==> config.mk <==
export PLATFORM = sky130hd
export DESIGN_NAME = handshake_sender
export DESIGN_NICKNAME = d
export VERILOG_FILES = /design/src/rtl/handshake_pkg.sv /design/src/rtl/handshake_ack_sync.sv /design/src/rtl/handshake_sender.sv
export SDC_FILE = /design/constraint.sdc
export NUM_CORES = 1
export LEC_CHECK = 0
export ABC_AREA = 1
export ABC_CLOCK_PERIOD_IN_PS = 2290
export BUFFER_PORTS_ARGS = -buffer_cell sky130_fd_sc_hd__buf_2
export CORE_MARGIN = 2
export CORE_UTILIZATION = 51
export CTS_CLUSTER_SIZE = 10
export DETAILED_ROUTE_END_ITERATION = 6
export GPL_TIMING_DRIVEN = 0
export MAX_ROUTING_LAYER = met4
export PLACE_DENSITY = 0.8
export SLEW_MARGIN = 5
export SYNTH_ARGS = -nofsm -noshare
export SYNTH_HDL_FRONTEND = slang
export SYNTH_SLANG_ARGS = --single-unit
==> constraint.sdc <==
create_clock -name Clock -period 2.29 [get_ports Clock]
set_clock_uncertainty 0.2 [all_clocks]
set_input_delay 0 -clock Clock [delete_from_list [all_inputs] [get_ports Clock]]
set_output_delay 0 -clock Clock [all_outputs]
set_load 0.02 [all_outputs]
==> src/rtl/handshake_pkg.sv <==
// rtl/handshake_pkg.sv - shared state encoding and default timing for handshake_sender
package handshake_pkg;

    localparam int STATE_W = 2;

    typedef enum logic [STATE_W-1:0] {
        IDLE    = 2'd0,
        SETUP   = 2'd1,
        REQ     = 2'd2,
        RELEASE = 2'd3
    } state_t;

    localparam int DEFAULT_SETUP_CYCLES   = 2;
    localparam int DEFAULT_TIMEOUT_CYCLES = 1000;

endpackage

==> src/rtl/handshake_ack_sync.sv <==
// rtl/handshake_ack_sync.sv - two-flop synchronizer bringing the receiver's Ack into the Clock domain
module handshake_ack_sync (
    input  logic Clock,
    input  logic Reset,
    input  logic Async_i,
    output logic Sync_o
);

    logic meta;

    always_ff @(posedge Clock) begin
        if (!Reset) begin
            meta   <= 1'b0;
            Sync_o <= 1'b0;
        end else begin
            meta   <= Async_i;
            Sync_o <= meta;
        end
    end

endmodule

==> src/rtl/handshake_sender.sv <==
// rtl/handshake_sender.sv - 4-phase bundled-data Req/Ack initiator; HANDSHAKE_TIMEOUT_EN adds Error_o and per-phase timeout
module handshake_sender
    import handshake_pkg::*;
#(
    parameter int WIDTH          = 8,
    parameter int SETUP_CYCLES   = DEFAULT_SETUP_CYCLES,
    parameter int TIMEOUT_CYCLES = DEFAULT_TIMEOUT_CYCLES
) (
    input  logic             Clock,
    input  logic             Reset,
    input  logic             Start_i,
    input  logic [WIDTH-1:0] Data_i,
    output logic             Busy_o,
    output logic             Done_o,
    output logic [WIDTH-1:0] Data_o,
    output logic             Req_o,
`ifdef HANDSHAKE_TIMEOUT_EN
    output logic             Error_o,
`endif
    input  logic             Ack_i
);

    if (SETUP_CYCLES < 1 || TIMEOUT_CYCLES < 1) begin : g_bad_params
        $error("handshake_sender: SETUP_CYCLES and TIMEOUT_CYCLES must be >= 1");
    end

    // One counter serves the setup delay and, when enabled, the wait-phase timeout.
`ifdef HANDSHAKE_TIMEOUT_EN
    localparam int CNT_MAX = (TIMEOUT_CYCLES > SETUP_CYCLES) ? TIMEOUT_CYCLES : SETUP_CYCLES;
`else
    localparam int CNT_MAX = SETUP_CYCLES;
`endif
    localparam int CNT_W = (CNT_MAX > 1) ? $clog2(CNT_MAX) : 1;

    localparam logic [CNT_W-1:0] SETUP_LAST = CNT_W'(SETUP_CYCLES - 1);
`ifdef HANDSHAKE_TIMEOUT_EN
    localparam logic [CNT_W-1:0] TIMEOUT_LAST = CNT_W'(TIMEOUT_CYCLES - 1);
`endif

    state_t           state_q, state_d;
    logic [CNT_W-1:0] cnt_q, cnt_d;
    logic [WIDTH-1:0] data_d;
    logic             req_d, busy_d, done_d;
    logic             ack_s;
`ifdef HANDSHAKE_TIMEOUT_EN
    logic             err_d;
`endif

    handshake_ack_sync u_ack_sync (
        .Clock   (Clock),
        .Reset   (Reset),
        .Async_i (Ack_i),
        .Sync_o  (ack_s)
    );

    always_ff @(posedge Clock) begin
        if (!Reset) begin
            state_q <= IDLE;
            cnt_q   <= '0;
            Data_o  <= '0;
            Req_o   <= 1'b0;
            Busy_o  <= 1'b0;
            Done_o  <= 1'b0;
`ifdef HANDSHAKE_TIMEOUT_EN
            Error_o <= 1'b0;
`endif
        end else begin
            state_q <= state_d;
            cnt_q   <= cnt_d;
            Data_o  <= data_d;
            Req_o   <= req_d;
            Busy_o  <= busy_d;
            Done_o  <= done_d;
`ifdef HANDSHAKE_TIMEOUT_EN
            Error_o <= err_d;
`endif
        end
    end

    always_comb begin
        state_d = state_q;
        cnt_d   = cnt_q;
        data_d  = Data_o;
        req_d   = Req_o;
        busy_d  = Busy_o;
        done_d  = 1'b0;
`ifdef HANDSHAKE_TIMEOUT_EN
        err_d   = 1'b0;
`endif
        case (state_q)
            IDLE: begin
                if (Start_i) begin
                    data_d  = Data_i;
                    busy_d  = 1'b1;
                    cnt_d   = '0;
                    state_d = SETUP;
                end
            end
            SETUP: begin
                // A stale ack from the previous transfer parks us here with the counter saturated.
                if (cnt_q == SETUP_LAST) begin
                    if (!ack_s) begin
                        req_d   = 1'b1;
                        cnt_d   = '0;
                        state_d = REQ;
                    end
                end else begin
                    cnt_d = cnt_q + CNT_W'(1);
                end
            end
            REQ: begin
                if (ack_s) begin
                    req_d   = 1'b0;
                    cnt_d   = '0;
                    state_d = RELEASE;
                end
`ifdef HANDSHAKE_TIMEOUT_EN
                else if (cnt_q == TIMEOUT_LAST) begin
                    req_d   = 1'b0;
                    busy_d  = 1'b0;
                    err_d   = 1'b1;
                    state_d = IDLE;
                end else begin
                    cnt_d = cnt_q + CNT_W'(1);
                end
`endif
            end
            RELEASE: begin
                if (!ack_s) begin
                    busy_d  = 1'b0;
                    done_d  = 1'b1;
                    state_d = IDLE;
                end
`ifdef HANDSHAKE_TIMEOUT_EN
                else if (cnt_q == TIMEOUT_LAST) begin
                    busy_d  = 1'b0;
                    err_d   = 1'b1;
                    state_d = IDLE;
                end else begin
                    cnt_d = cnt_q + CNT_W'(1);
                end
`endif
            end
            default: state_d = IDLE;
        endcase
    end

endmodule

Yosys cells after proc, flatten, opt, wreduce, memory -nomap -nowiden --
Cells that the tools add are included.
Operators by class: add/sub/neg operators 1, $mul 0, div/mod/pow operators 0, $lt $le $gt $ge 0, equality and inequality tests 8, shifts and indexed selects 0, multiplexer cells 18, bitwise operators 0, reductions and logical operators 10
Operators by type and width (number):
- $mux 2 | 5
- $mux 1 | 9
- $ne 2x2->1 const B | 4
- $pmux 2 s4 | 1
- $reduce_and 3->1 | 2
- $reduce_and 5->1 | 1
- $eq 2x2->1 const B | 2
- $pmux 1 s2 | 2
- $reduce_and 2->1 | 2
- $reduce_and 4->1 | 1
- $reduce_bool 2->1 | 2
- $pmux 1 s3 | 1
- $reduce_bool 3->1 | 1
- $eq 2x1->1 const B | 1
- $logic_not 2->1 | 1
- $ne 2x1->1 const B | 1
- $add 1x1->1 const B | 1
Storage, ports and cells: flip-flop bits (word level) 16, bits in latches 0, RAM bits 0, memory bits (read-only) 0, bits of input ports 12, logic and storage cells 45, memories 0

Longest topological paths before layout --
depth in word-level cells 3, depth in mapped cells 8

Hierarchy --
From an unflattened synthesis, not the netlist that was laid out.
Unflattened totals: cells, all modules 100, area, all modules 747.0 um2
Modules (own cells, without submodules):
- handshake_sender | instances 1, cells an instance 94, area each 691.9 um2
- handshake_ack_sync | instances 1, cells an instance 6, area each 55.1 um2

Least setup slack after synthesis --
No wires, ideal clock.
path kind reg-to-reg, from register state_q[0], to register Req_o, arrival time 1179 ps, data required time 1975 ps, path slack 796 ps, cell stages (with the launch flop) 6, buffers on the path 0, period minus slack after synthesis 1494 ps, path through dfxtp_1 inv_1 ha_1 or2_2 a21oi_1 nor2_1
On the way: cells in the longest elaborated chain, start to end 3, elaborated cells on any way between the ends 8, classes of those cells eq/ne (5); mux (1); reduce/logical (2)
Ends and longest elaborated chain:
- from (decl) | RTL line handshake_sender.sv:40 | state_t state_q, state_d;
- from (signal assigned) | RTL line handshake_sender.sv:68 | state_q <= state_d;
- $eq 2x1->1 / $eq 2x2->1 (equally long branches) | RTL line handshake_sender.sv:90 | case (state_q)
- $ne 2x2->1 (no line) (tied with other cells)
- $reduce_and 4->1 (no line)
- to (signal assigned) | RTL line handshake_sender.sv:71 | Req_o <= req_d;
- to (decl) | RTL line handshake_sender.sv:16 | output logic Req_o,
Several ways; a longest one is shown, not always the timed one. A chain may end at the register's enable or synchronous reset.

Worst setup path after layout --
from register state_q[1], to register Data_o[0]
On the way: cells in the longest elaborated chain, start to end 2
Ends and longest elaborated chain:
- $logic_not 2->1 | RTL line handshake_sender.sv:90
- $reduce_and 2->1 (no line)
- to (signal assigned) | RTL line handshake_sender.sv:70 | Data_o <= data_d;
- to (decl) | RTL line handshake_sender.sv:15 | output logic [WIDTH-1:0] Data_o,
Every way passes these cells.

==> results.tsv <==
stage	metric	value	unit
final_layout	diodes	0	
final_layout	layout_common_cells	nor2_1, buf_2, dlygate4sd3_1	
route	drc_errors	0	
global_routing	use_met3	4.31	%
yosys	netlist_area	736	µm²
route	via_per_inst	4.87	
cts	cts-root-buf	clkbuf_4	
route	vias	775	
route	ant_nets	0	
place	numPortBuffers	22	
global_routing	grt_use_met2	42.2	%
final_layout	drive_gt1_share	24.3	%
timing	hold_violations	0	
final_layout	final_nets	164	
pwr	powerDensity	1130	nW/µm²
global_routing	antenna_found_initial	0	
yosys	ys_seq_elements	16	
timing	worst_pin_slew	0.221	ns
critical_path	crit_type	reg2reg	
yosys	synth_cell_type_count	15	
global_routing	grt_usage	24.8	%
timing	setup_viol	0	
timing	rsz0062_at_grt	false	
final_layout	stdcell_area	1100	µm²
global_routing	grt_pass1_wl	3230	µm
pwr	seq_power_share	33.1	%
critical_path	critPathMaxFanout	9	
route	dr.pass1.iters	4	
final_layout	fin_util	83.6	%
pwr	sw_frac_of_total	43.4	%
cts	cts_max_level	1	
timing	finalCriticalPeriod	2.04	ns
floorplanning	dieArea	1760	µm²
critical_path	start_kind	register	
timing	slew_headroom	85.3	%
critical_path	max_stage_delay	0.58	ns
timing	max_freq	490	MHz
final_layout	layout_commonest_cell	nor2_1	
timing	fin_crit_sh	89.1	%
floorplanning	die-width	42.0	µm
yosys	syn_nets	117	
yosys	yosys.area.top_type_share	43.5	%
pwr	power_leakage	0.569	nW
pwr	total_power	1.24	mW
floorplanning	die_y	42.0	µm
global_routing	grtUsageMet1	25.9	%
route	wl_per_cell	12.1	µm
cts	clk-insertion-delay-late	0.29	ns
timing	slew_viol_final	0	
place	routabilityCongestion	0.806	
worst_hold_path	hold_path_class	in2reg	
floorplanning	rows	13	
yosys	avgSynthCellArea	7.51	µm²
critical_path	critPathArrivalTime	2.07	ns
pwr	internal_power	704	µW
route	finalWirelength	1920	µm
pwr	p_comb_share	51.6	%
global_routing	grt_pass1_vias	749	
global_routing	grt_overflow_total	0	
critical_path	crit_chain	inv_1 -> ha_1 -> nand2_2 -> o21ai_0 -> dlygate4sd3_1 -> nor2_1	
pwr	netSwitchingPower	541	µW
pwr	irDropWorstVdd	872	µV
global_routing	top_usage_layer	met2	
critical_path	critPathCaptureType	register	
place	place_area	865	µm²
critical_path	crit_family	buffers and inverters	
yosys	yosys-top-cells-area	dfxtp_1, nor2_1, ha_1	
floorplanning	start_util	55.8	%
cts	clk_pin_slew	0.10	ns
critical_path	critPathBufInv	2	
critical_path	cp_slowest_cell	dlygate4sd3_1	
yosys	yosys_warnings	0	
route	dr.first_iter.drc_count	21	
cts	cts_resized	0	
final_layout	area_delta_synth_final	49.7	%
yosys	synth_top_area_cell	dfxtp_1	
global_routing	grt_max_degree	11	
place	dp_hpwl	1030	µm
critical_path	r2r_slack	0.25	ns
cts	clock-sinks	16	
flow_run	max-cap-violations	0	
pwr	clkPwrFrac	15.3	%
cts	numCtsBuffers	3	
yosys	synthCells	98	
yosys	seq_area_frac_synth	43.5	%
outcome	outcome	finished clean	
timing	finalSetupTns	0	ns
floorplanning	core_area	1320	µm²
critical_path	crit_required	2.32	ns
cts	cts_buffer_depth	2	
timing	whs	0.0610	ns
cts	cts_tree	yes	
floorplanning	num_io_pins	23	
## flip-flops by register name, summed over array words and instances, names as in the netlist
name / flops
u_ack_sync.meta: 1
Req_o: 1
Data_o: 8
state_q: 2
u_ack_sync.Sync_o: 1
cnt_q: 1
Done_o: 1
Busy_o: 1
## routing by layer
| metal | wire length [µm] | up-vias |
|---|---|---|
| li1 | - | 395 |
| met1 | 788 | 352 |
| met2 | 997 | 20 |
| met3 | 60 | 8 |
| met4 | 75 | 0 |
| met5 | 0 | - |
## worst paths after layout
path,start,end,depth (start not counted)
setup reg to reg,state_q[1],Data_o[0],6
setup / recovery,state_q[1],Data_o[0],6
hold reg to reg,u_ack_sync.meta,u_ack_sync.Sync_o,2
hold / removal,Start_i,Busy_o,5
## final cells by class
type | count | area (µm²)
buffer | 1 | 7.51
clock buffer | 4 | 36.3
fill | 83 | 216
inverter | 13 | 48.8
multi-input combinational | 68 | 359
sequential | 16 | 320
tap | 15 | 18.8
timing repair buffer | 42 | 310
## per-stage QoR
stage | worst slack (ns) | std cells
finish | 0.250 | 159
detailed placement | 0.706 | 135
global placement | 0.716 | 135
CTS | 0.280 | 159
floorplan | 0.796 | 98
global route | 0.107 | 159
## power by group through the flow
stage	clock, mW	combinational (mW)	sequential [mW]
final	0.190	0.643	0.412
after global routing	0.207	0.707	0.424
after detailed placement	0	0.553	0.414
after floorplan	0	0.365	0.469
after global placement	0	0.539	0.411
after CTS	0.192	0.623	0.409
## worst reg2reg max path, cell delays in order (launching register included)
cell           delay (ns)
dfxtp_1              0.45
inv_1                0.12
ha_1                 0.23
nand2_2              0.16
o21ai_0              0.12
dlygate4sd3_1        0.58
nor2_1               0.12
## synth_stat cells
cell and number:
a21oi_2 1, nand3_1 5, or2_2 1, nor2_1 24, nand2_2 2, ha_1 7
buf_4 1, nor2_4 1, a21oi_1 3, o21ai_0 9, dfxtp_1 16, inv_1 10
inv_2 3, nand2_1 14, nor3_1 1
## timing repair
item | in CTS | in global routing
buffers inserted | 0 | 0
setup endpoints to repair | 0 | 0
hold buffers | 20 | 0
endpoints found under the hold margin | 16 | 0
## logic make-up after synthesis
logic type,after synthesis,synth area share [%]
AOI/OAI and AO/OA,13,9.35
and+or+nand+nor,48,27.6
DFF,16,43.5
adders and majority gates,7,11.9
buffers and inverters,14,7.65
Note: power is estimated with default switching activity, not from simulation.
